--- config.mk ---
export PLATFORM = sky130hd
export DESIGN_NAME = fetch_sequencer
export DESIGN_NICKNAME = d
export VERILOG_FILES = /design/src/rtl/fetch_sequencer.sv
export SDC_FILE = /design/constraint.sdc
export NUM_CORES = 1
export LEC_CHECK = 0
export ABC_AREA = 1
export CAP_MARGIN = 20
export CORE_AREA = 2 2 51 53
export DETAILED_ROUTE_END_ITERATION = 8
export DIE_AREA = 0 0 53 55
export PLACE_DENSITY = 0.84
export SLEW_MARGIN = 20
export SYNTH_ARGS = -nofsm -noshare
export SYNTH_HDL_FRONTEND = slang
export SYNTH_SLANG_ARGS = --single-unit
--- constraint.sdc ---
create_clock -name CLK -period 1.8 [get_ports CLK]
set_clock_uncertainty 0.15 [all_clocks]
set_input_delay 0.36 -clock CLK [delete_from_list [all_inputs] [get_ports CLK]]
set_output_delay 0.36 -clock CLK [all_outputs]
set_load 0.005 [all_outputs]
--- src/rtl/fetch_sequencer.sv ---
// Instruction fetch/execute sequencer: BOOT clears the PC, then alternates FETCH/EXEC
// and decodes the latched instruction into PC strobes and an ALU strobe.
module fetch_sequencer (
    input  logic        CLK,
    input  logic        CLB,
    input  logic [11:0] instr_in,
    input  logic        instr_valid,
    input  logic        zero_flag,
    output logic        imem_req,
    output logic        IncPC,
    output logic        LoadPC,
    output logic        SelPC,
    output logic [7:0]  A,
    output logic [3:0]  B,
    output logic [11:0] ir,
    output logic        alu_en,
    output logic [2:0]  alu_op,
    output logic        halted,
    output logic        illegal
);
    typedef enum logic [1:0] {S_BOOT, S_FETCH, S_EXEC, S_HALT} state_t;

    state_t     state, state_nxt;
    logic [3:0] opcode;

    assign opcode = ir[11:8];

    always_ff @(posedge CLK or negedge CLB) begin
        if (!CLB) state <= S_BOOT;
        else      state <= state_nxt;
    end

    always_ff @(posedge CLK or negedge CLB) begin
        if (!CLB) begin
            ir      <= 12'h000;
            illegal <= 1'b0;
        end else begin
            if (state == S_FETCH && instr_valid) ir <= instr_in;
            if (state == S_EXEC && (opcode == 4'hC || opcode == 4'hD || opcode == 4'hE))
                illegal <= 1'b1;
        end
    end

    always_comb begin
        state_nxt = state;
        case (state)
            S_BOOT:  state_nxt = S_FETCH;
            S_FETCH: if (instr_valid) state_nxt = S_EXEC;
            S_EXEC:  state_nxt = (opcode == 4'hF) ? S_HALT : S_FETCH;
            S_HALT:  state_nxt = S_HALT;
            default: state_nxt = S_BOOT;
        endcase
    end

    // Outputs depend on state and ir only; zero_flag enters solely through JZ.
    always_comb begin
        imem_req = 1'b0;
        IncPC    = 1'b0;
        LoadPC   = 1'b0;
        SelPC    = 1'b0;
        A        = 8'h00;
        B        = 4'h0;
        alu_en   = 1'b0;
        alu_op   = 3'd0;
        halted   = 1'b0;
        case (state)
            S_BOOT: begin
                IncPC  = 1'b1;
                LoadPC = 1'b1;
            end
            S_FETCH: imem_req = 1'b1;
            S_EXEC: begin
                case (opcode)
                    4'h1, 4'h2, 4'h3, 4'h4, 4'h5, 4'h6, 4'h7: begin
                        IncPC  = 1'b1;
                        alu_en = 1'b1;
                        alu_op = ir[10:8];
                    end
                    4'h8: begin
                        LoadPC = 1'b1;
                        SelPC  = 1'b1;
                        A      = ir[7:0];
                    end
                    4'h9: begin
                        if (zero_flag) begin
                            LoadPC = 1'b1;
                            SelPC  = 1'b1;
                            A      = ir[7:0];
                        end else begin
                            IncPC  = 1'b1;
                        end
                    end
                    4'hA: begin
                        LoadPC = 1'b1;
                        B      = ir[3:0];
                    end
                    4'hB: begin
                        IncPC  = 1'b1;
                        LoadPC = 1'b1;
                    end
                    4'hF: ;
                    // NOP and the illegal opcodes both just step the PC
                    default: IncPC = 1'b1;
                endcase
            end
            S_HALT: halted = 1'b1;
            default: ;
        endcase
    end
endmodule

# Yosys cells after proc, flatten, opt, wreduce, memory -nomap -nowiden
# Cells that the tools add are included.
[totals] ff_bits=15 out_inout_bits=34 wordCells=52
[op_classes] n_eq_ne=19 mux=22 n_reduce_logical=8
[op_table] cell="== test 4 bit (second input constant)" count=8
[op_table] cell="== test 4 x 3 -> 1 bit (second input constant)" count=4
[op_table] cell="2-to-1 mux 8 bit" count=2
[op_table] cell="case mux 8 bit (2 select lines)" count=1
[op_table] cell="case mux 1 bit (2 select lines)" count=5
[op_table] cell="== test 4 x 2 -> 1 bit (second input constant)" count=2
[op_table] cell="2-to-1 mux 4 bit" count=2
[op_table] cell="case mux 2 bit (4 select lines)" count=1
[op_table] cell="2-to-1 mux 1 bit" count=7
[op_table] cell="OR reduction 7 bit" count=1
[op_table] cell="2-to-1 mux 3 bit" count=2
[op_table] cell="OR reduction 3 bit" count=2
[op_table] cell="== test 2 bit (second input constant)" count=2
[op_table] cell="== test 4 x 1 -> 1 bit (second input constant)" count=1
[op_table] cell="2-to-1 mux 2 bit" count=2
[op_table] cell="== test 2 x 1 -> 1 bit (second input constant)" count=1
[op_table] cell="logical AND 1 bit" count=2
[op_table] cell="logical NOT 2 bit" count=1
[op_table] cell="logical OR 1 bit" count=2
[op_table] cell="!= test 2 bit (second input constant)" count=1

# Logic depth before layout (Yosys ltp)
[logic_depth] word_depth=4 depth_mapped=6 ltp_nobuf=6

# Worst setup path before layout
# No wires, ideal clock.
[synth_path] path_kind="register to output" from="register state[1]" to="output port A[4]" arrival_time_ns=0.995 setup_slack_ns=0.295 path_stages_with_launch=5 path_buffers=0 cell_sequence="dfrtp_1 -> inv_1 -> nor2_4 -> nand2_2 -> nor3b_1"
[synth_via] elab_chain_len=2
[synth_lines] element="start, declared" line="23" text="state_t state, state_nxt;"
[synth_lines] element="start signal, assigned" line="30" text="else state <= state_nxt;"
[synth_lines] element="== test 2 bit" line="66" text="case (state)"
[synth_lines] element="2-to-1 mux 8 bit" line="66"
[synth_lines] element="end, declared" line="13" text="output logic [7:0] A,"
# No other way between the ends.

# Worst setup path after layout
[layout_path] from="register state[0]" to="output port B[1]"
[layout_via] elab_chain_len=2
[layout_lines] element="== test 2 bit" line="66"
[layout_lines] element="2-to-1 mux 4 bit" line="66"
[layout_lines] element="end, declared" line="14" text="output logic [3:0] B,"
# No other way between the ends.

==> metrics.md <==
| Metric | Value |
|---|---|
| Most used flip-flop cell after synthesis | dfrtp_1 |
| Via count | 1309 |
| Yosys top cell area share | 45.9% |
| Worst relative slew slack | 79.6% |
| Post-synth top area cell | dfrtp_1 |
| Setup CP Type | flop to primary output |
| Final Hold Viols | 0 |
| CP top delay family | simple AND/OR/NAND/NOR gates |
| Avg Vias per Cell | 5.67 |
| Post-DP Area | 1500 sq um |
| Iter 0 DRT Violations | 57 |
| RSZ-0062 raised after global routing | true |
| Comb power frac | 8.4% |
| Crit start category | flop |
| Largest cells by area after synthesis | dfrtp_1, nand2_1, nor2_1 |
| ANT nets after route | 0 |
| Final min period | 2.09 ns |
| CTS Hold Bufs | 0 |
| Req. time, crit path | 1.29 ns |
| Pre-CTS setup slack | -0.619 ns |
| GRT Total Usage | 28.4% |
| DP Wirelength | 2.14 mm |
| Core Rows | 18 |
| Drt drc | 0 |
| GPL Wtd Cong | 0.754 |
| Final worst slack | -0.293 ns |
| Reg clk slew, reported paths | 0.11 ns |
| Worst hold path class | input port to asynchronous set/reset pin |
| Sequential Power Share | 55.7% |
| Syn Inst Count | 107 |
| Grt total ovfl | 0 |
| Synth top cells by count | nand2_1, nor2_1, dfrtp_1, inv_1, nand3_1 |
| Worst VDD drop | 0.485 mV |
| Arr. time, crit path | 1.58 ns |
| Final period util | 116% |
| Critical path's slowest cell | dfrtp_1 |
| CTS Buf Count | 3 |
| Clock power share | 35.8% |
| R2R Path Start | state[0]$_DFFE_PN0P_ |
| GR Layer Usage met2 | 51.9% |
| Antenna cells | 0 |
| Switch Pwr | 150 uW |
| #FFs+latches synth | 15 |
| CTS tree | built |
| Sequence of cells on the critical path | nor2_4 -> buf_4 -> nand2_1 -> nor2_2 -> clkbuf_2 |
| GRT busiest layer | met2 |
| Synthesized area | 818 sq um |
| Routed wire length | 4.82 mm |
| Leakage | 0.868 nW |
| First-pass GRT wire length | 5.79 mm |
| Vias in the first global route | 1270 |
| Met1 Use GR | 27.9% |
| Final Max Slew Viols | 0 |
| M3 GR Usage | 6.99% |
| Die area | 2920 sq um |
| Final non-filler cell area | 1850 sq um |
| Status | finished with violations |
| Synth Net Count | 123 |
| CTS root buffer | clkbuf_4 |
| H-tree levels | 1 |
| Worst setup EP type | primary output |
| Share of the yosys chip area belonging to registers | 45.9% |
| Failing checks | negative setup slack |
| Finish-stage setup viols | 22 |
| Pin count of the biggest net entering global routing | 20 |
| Max Buffers Root-to-Sink | 2 |
| Starting Density | 34.6% |
| Max Cap Viol | 0 |
| R2R depth | 9 |
| Share of layout cells above drive strength 1 | 55.2% |
| Synth async-reset ratio | 100% |
| Initial antenna violation count | 0 |
| Unique masters post-synth | 19 |
| WP buf/inv | 2 |
| Routed length per instance | 20.9 um |
| Post-synth EDFFs | 0 |
| Switch share | 24.9% |
| Die Width | 53 um |
| Crit path max fanout | 5 |
| Area Overhead vs Synth | 126% |
| Fmax | 478 MHz |
| Top Ports | 50 |
| Nets | 218 |
| Slowest Stage Delay on Critical Path | 0.45 ns |
| Most frequent cell after synthesis | nand2_1 |
| DRT Pass-1 Iters | 4 |
| Synth Warn # | 0 |
| Power density cells | 327 nW/um^2 |
| CTS sink cnt | 15 |
| Reg-to-reg slack, setup | 0 ns |
| # port buffers | 49 |
| Skew-Pair Late Insertion Delay | 0.30 ns |
| Tightest Pin Transition | 0.305 ns |
| Die Height | 55 um |
| RR Endpoint | ir[4]$_DFFE_PN0P_ |
| Area of the core region | 2360 sq um |
| Mean Syn Cell Area | 7.65 sq um |
| Internal | 454 uW |
[per-stage QoR]
stage                     power, mW  TNS [ns]  hold slack (ns)  utilization [%]  cells
after CTS                     0.590     -2.18            0.231             71.7    226
final                         0.604     -4.02            0.264             78.0    231
after global routing          0.613     -4.62            0.270             78.0    231
after global placement        0.389     -5.79            0.321             63.2    206
after floorplan               0.347         0          -0.0856                -    107
after detailed placement      0.390     -6.51            0.320             63.2    206
[cell type report]
cell class                 count  area (sq um)
multi-input combinational     79           577
timing repair buffer          92           779
tap                           30          37.5
clock buffer                   4          26.3
fill                         149           519
sequential                    15           377
inverter                      11          48.8
[what timing repair did]
item,CTS,global route
endpoints found under the setup margin,25,22
gates resized for setup,110,50
setup buffers,16,7
pin swaps,12,13
[worst reg2reg max path: stages (launching register included)]
cell	delay [ns]
dfrtp_1	0.45
buf_6	0.13
buf_6	0.09
inv_4	0.03
buf_6	0.10
nor2_4	0.11
buf_4	0.18
nand2_4	0.16
nand2_1	0.15
nand2_1	0.11
[metal layers]
layer,vias up,wire [um]
met4,0,413
met2,122,2330
li1,532,-
met5,-,0
met1,605,1540
met3,50,542
[logic make-up after synthesis]
family	synth area share (%)
simple gates	37.8
flops	45.9
buf+inv	7.03
compound gates	9.33
[cells in the final DEF (no fill, tap or decap)]
cell and n:
buf_4 25, clkdlybuf4s50_1 23, nand2_1 22, buf_6 19
buf_2 17, dfrtp_1 14, nor2_4 9, nor2_1 7
nand3_1 7, dlygate4sd2_1 6, inv_2 5, nand2_4 5
nor2_2 5, nor3b_2 4, inv_1 3, inv_4 3
nor3_4 3, a21oi_2 3, a21oi_1 3, clkbuf_4 3
o21ai_0 2, nor3_2 2, clkbuf_2 2, o21ai_2 1
o21ai_4 1, nand2_2 1, nand3_4 1, o211ai_1 1
nand3_2 1, o21bai_1 1, clkbuf_1 1, dfrtp_2 1
[state kept, by name, indices dropped and copies added (netlist names)]
name / cells
ir: 12
state: 2
illegal: 1
[how the worst max path moves through the flow]
stage | start | end | slack, ns | cells after the start
final | state[0]$_DFFE_PN0P_ | B[1] | -0.29 | 5
after global routing | state[0]$_DFFE_PN0P_ | A[6] | -0.32 | 5
after CTS | state[1]$_DFFE_PN0P_ | B[2] | -0.16 | 6
after detailed placement | zero_flag | A[7] | -0.62 | 4
after global placement | zero_flag | A[4] | -0.52 | 4
after floorplan | state[1]$_DFFE_PN0P_ | A[4] | 0.30 | 4
[power by group through the flow]
stage	Combinational [mW]	Sequential, mW	Clock, mW
floorplan	0.00328	0.343	0
global placement	0.0457	0.343	0
detailed placement	0.0468	0.343	0
CTS	0.0465	0.337	0.207
global route	0.0529	0.337	0.223
finish	0.0508	0.337	0.216
(Power assumes the default switching activity.)
==> variant (same flow settings) <==
Add an input register stage for `instr_in`, `instr_valid` and `zero_flag`, without a reset; this delays them by one clock.
--- a/src/rtl/fetch_sequencer.sv
+++ b/src/rtl/fetch_sequencer.sv
@@ -20,6 +20,16 @@
 );
     typedef enum logic [1:0] {S_BOOT, S_FETCH, S_EXEC, S_HALT} state_t;
 
+    logic [11:0] instr_q;
+    logic instr_valid_q;
+    logic zero_flag_q;
+
+    always_ff @(posedge CLK) begin
+        instr_q       <= instr_in;
+        instr_valid_q <= instr_valid;
+        zero_flag_q   <= zero_flag;
+    end
+
     state_t     state, state_nxt;
     logic [3:0] opcode;
 
@@ -35,7 +45,7 @@
             ir      <= 12'h000;
             illegal <= 1'b0;
         end else begin
-            if (state == S_FETCH && instr_valid) ir <= instr_in;
+            if (state == S_FETCH && instr_valid_q) ir <= instr_q;
             if (state == S_EXEC && (opcode == 4'hC || opcode == 4'hD || opcode == 4'hE))
                 illegal <= 1'b1;
         end
@@ -45,7 +55,7 @@
         state_nxt = state;
         case (state)
             S_BOOT:  state_nxt = S_FETCH;
-            S_FETCH: if (instr_valid) state_nxt = S_EXEC;
+            S_FETCH: if (instr_valid_q) state_nxt = S_EXEC;
             S_EXEC:  state_nxt = (opcode == 4'hF) ? S_HALT : S_FETCH;
             S_HALT:  state_nxt = S_HALT;
             default: state_nxt = S_BOOT;
@@ -82,7 +92,7 @@
                         A      = ir[7:0];
                     end
                     4'h9: begin
-                        if (zero_flag) begin
+                        if (zero_flag_q) begin
                             LoadPC = 1'b1;
                             SelPC  = 1'b1;
                             A      = ir[7:0];
Function: changed (Yosys sat finds a counterexample within 4 cycles, from zero or initial values).
==> variant against the original RTL <==
The flow still finishes with violations (negative setup slack); final area rose by 14%; wire length is 6.8% lower; largest cell class unchanged; sequential cell count increased by 14; area after synthesis rose by 34%; core utilization rose by 11 points; final cell count rose by 7.4%; setup slack worse by 0.067 ns; sequential share of layout area is 11 points higher; first-iteration DRC count shrank 26%; global-route usage is 1.7 points higher.
Power is left out: it rests on default switching activity, and per cell area and clock period it moved more than threefold.
==> variant: results (changes against the original RTL) <==
status: "finished with violations"  # unchanged
violations: "negative setup slack"  # unchanged
yosysWarningCount: 0  # unchanged
gp_congestion: 0.826  # was 0.754
synth_compound_area_share_pct: 5.82  # was 9.33%
grt_max_degree: 20  # unchanged
final.setup.tns_ns: -3.93  # was -4.02 ns
area_delta_synth_final_pct: 92.0  # was 126%
reg_top3: "instr_q: 12 flops, ir: 12 flops, state: 2 flops"  # was ir: 12 flops, state: 2 flops, illegal: 1 flops
nFillCells: 118  # was 149
pre_cts_ws_ns: -0.310  # was -0.619 ns
nNonClkBuffers: 88  # was 92
dr.pass1.iters: 4  # unchanged
postCtsSetupRepairBufs: 19  # was 16
drtIter0Drc: 42  # was 57
num-multi-input-gates: 80  # was 79
drive_above_1_share_pct: 50.5  # was 55.2%
netlist_instances: 124  # was 107
critical_path_arrival_ns: 1.65  # was 1.58 ns
slew-limit-headroom_pct: 77.7  # was 79.6%
yosys-top-cells-count: "29 x nand2_1, 21 x nor2_1, 15 x dfrtp_1"  # was 26 x nand2_1, 19 x nor2_1, 15 x dfrtp_1
viasPerCell: 5.29  # was 5.67
path_clk_slew_ns: 0.09  # was 0.11 ns
crit_start: "ir[10]"  # was state[0]
ctsRootBufferMaster: "clkbuf_4"  # unchanged
fin_nets: 233  # was 218
worst-path-max-fanout: 3  # was 5
yosysUniqueCellTypes: 17  # was 19
inverters: 13  # was 11
postPlaceCellArea_um2: 1740  # was 1500 um2
multi_input_area_share_pct: 25.8  # was 31.3%
wl_um: 4500  # was 4820 um
fin_ws_ns: -0.360  # was -0.293 ns
n_clock_buffer: 8  # was 4
ctsResizeCount: 130  # was 110
htreeDepth: 2  # was 1
track_usage_pct: 30.2  # was 28.4%
yosysSeqAreaShare_pct: 59.7  # was 45.9%
synthArstFlopShare_pct: 51.7  # was 100%
cts_max_path_buffers: 2  # unchanged
dp.cells: 218  # was 206
num_vias: 1312  # was 1309
finalSetupViolations: 19  # was 22
grt_pass1_vias: 1171  # was 1270
seqCellArea_um2: 659  # was 377 um2
ys_seq_elements: 29  # was 15
cts_made_buffers: 5  # was 3
clk_share_pct: 2.79  # was 1.42%
rows: 18  # unchanged
synth_nets: 140  # was 123
final-nonclk-buf-share_pct: 35.6  # was 42.2%
grt_pass1_wl_um: 5880  # was 5790 um
clock_latency_ns: 0.33  # was 0.30 ns
synth_area_leaders: "dfrtp_1 34%, dfxtp_1 26%, nand2_1 9.9%, nor2_1 7.2%, nand3_1 5.5%"  # was dfrtp_1 46%, nand2_1 12%, nor2_1 8.7%, nand3_1 5.5%, inv_1 4.6%
## variant: cell types whose count changed in the layout (fill, tap and decap cells not counted), sizes merged, moves of 3 or more
| cell | delta |
|---|---|
| dlygate4sd2 | -3 |
| clkbuf | +3 |
| nor3 | -3 |
| dfxtp | +14 |
| nand3 | +3 |
| buf | -3 |
## variant: path summary, 6_finish.rpt
kind	slack [ns]	endpoint	depth (start not counted)
max in group asynchronous	1.08	ir[4]	2
max reg2reg	0.23	ir[11]	7
max	-0.36	A[2]	7
min	0.21	ir[8]	2
min in group CLK	0.29	ir[0]	2
min reg2reg	0.29	ir[0]	2
## variant: worst max-delay path, cell delays in order (launching register included)
cell	delay, ns
dfrtp_1	0.43
inv_2	0.10
nand2_4	0.07
a21oi_4	0.17
nand3_4	0.10
buf_6	0.13
nor2_1	0.16
buf_2	0.15
## variant: routing by layer
metal / global-route usage (%) / wire [um]
met5: 0 / 0
met2: 51.9 / 2300
met3: 9.95 / 356
met1: 31.1 / 1550
met4: 21.8 / 287
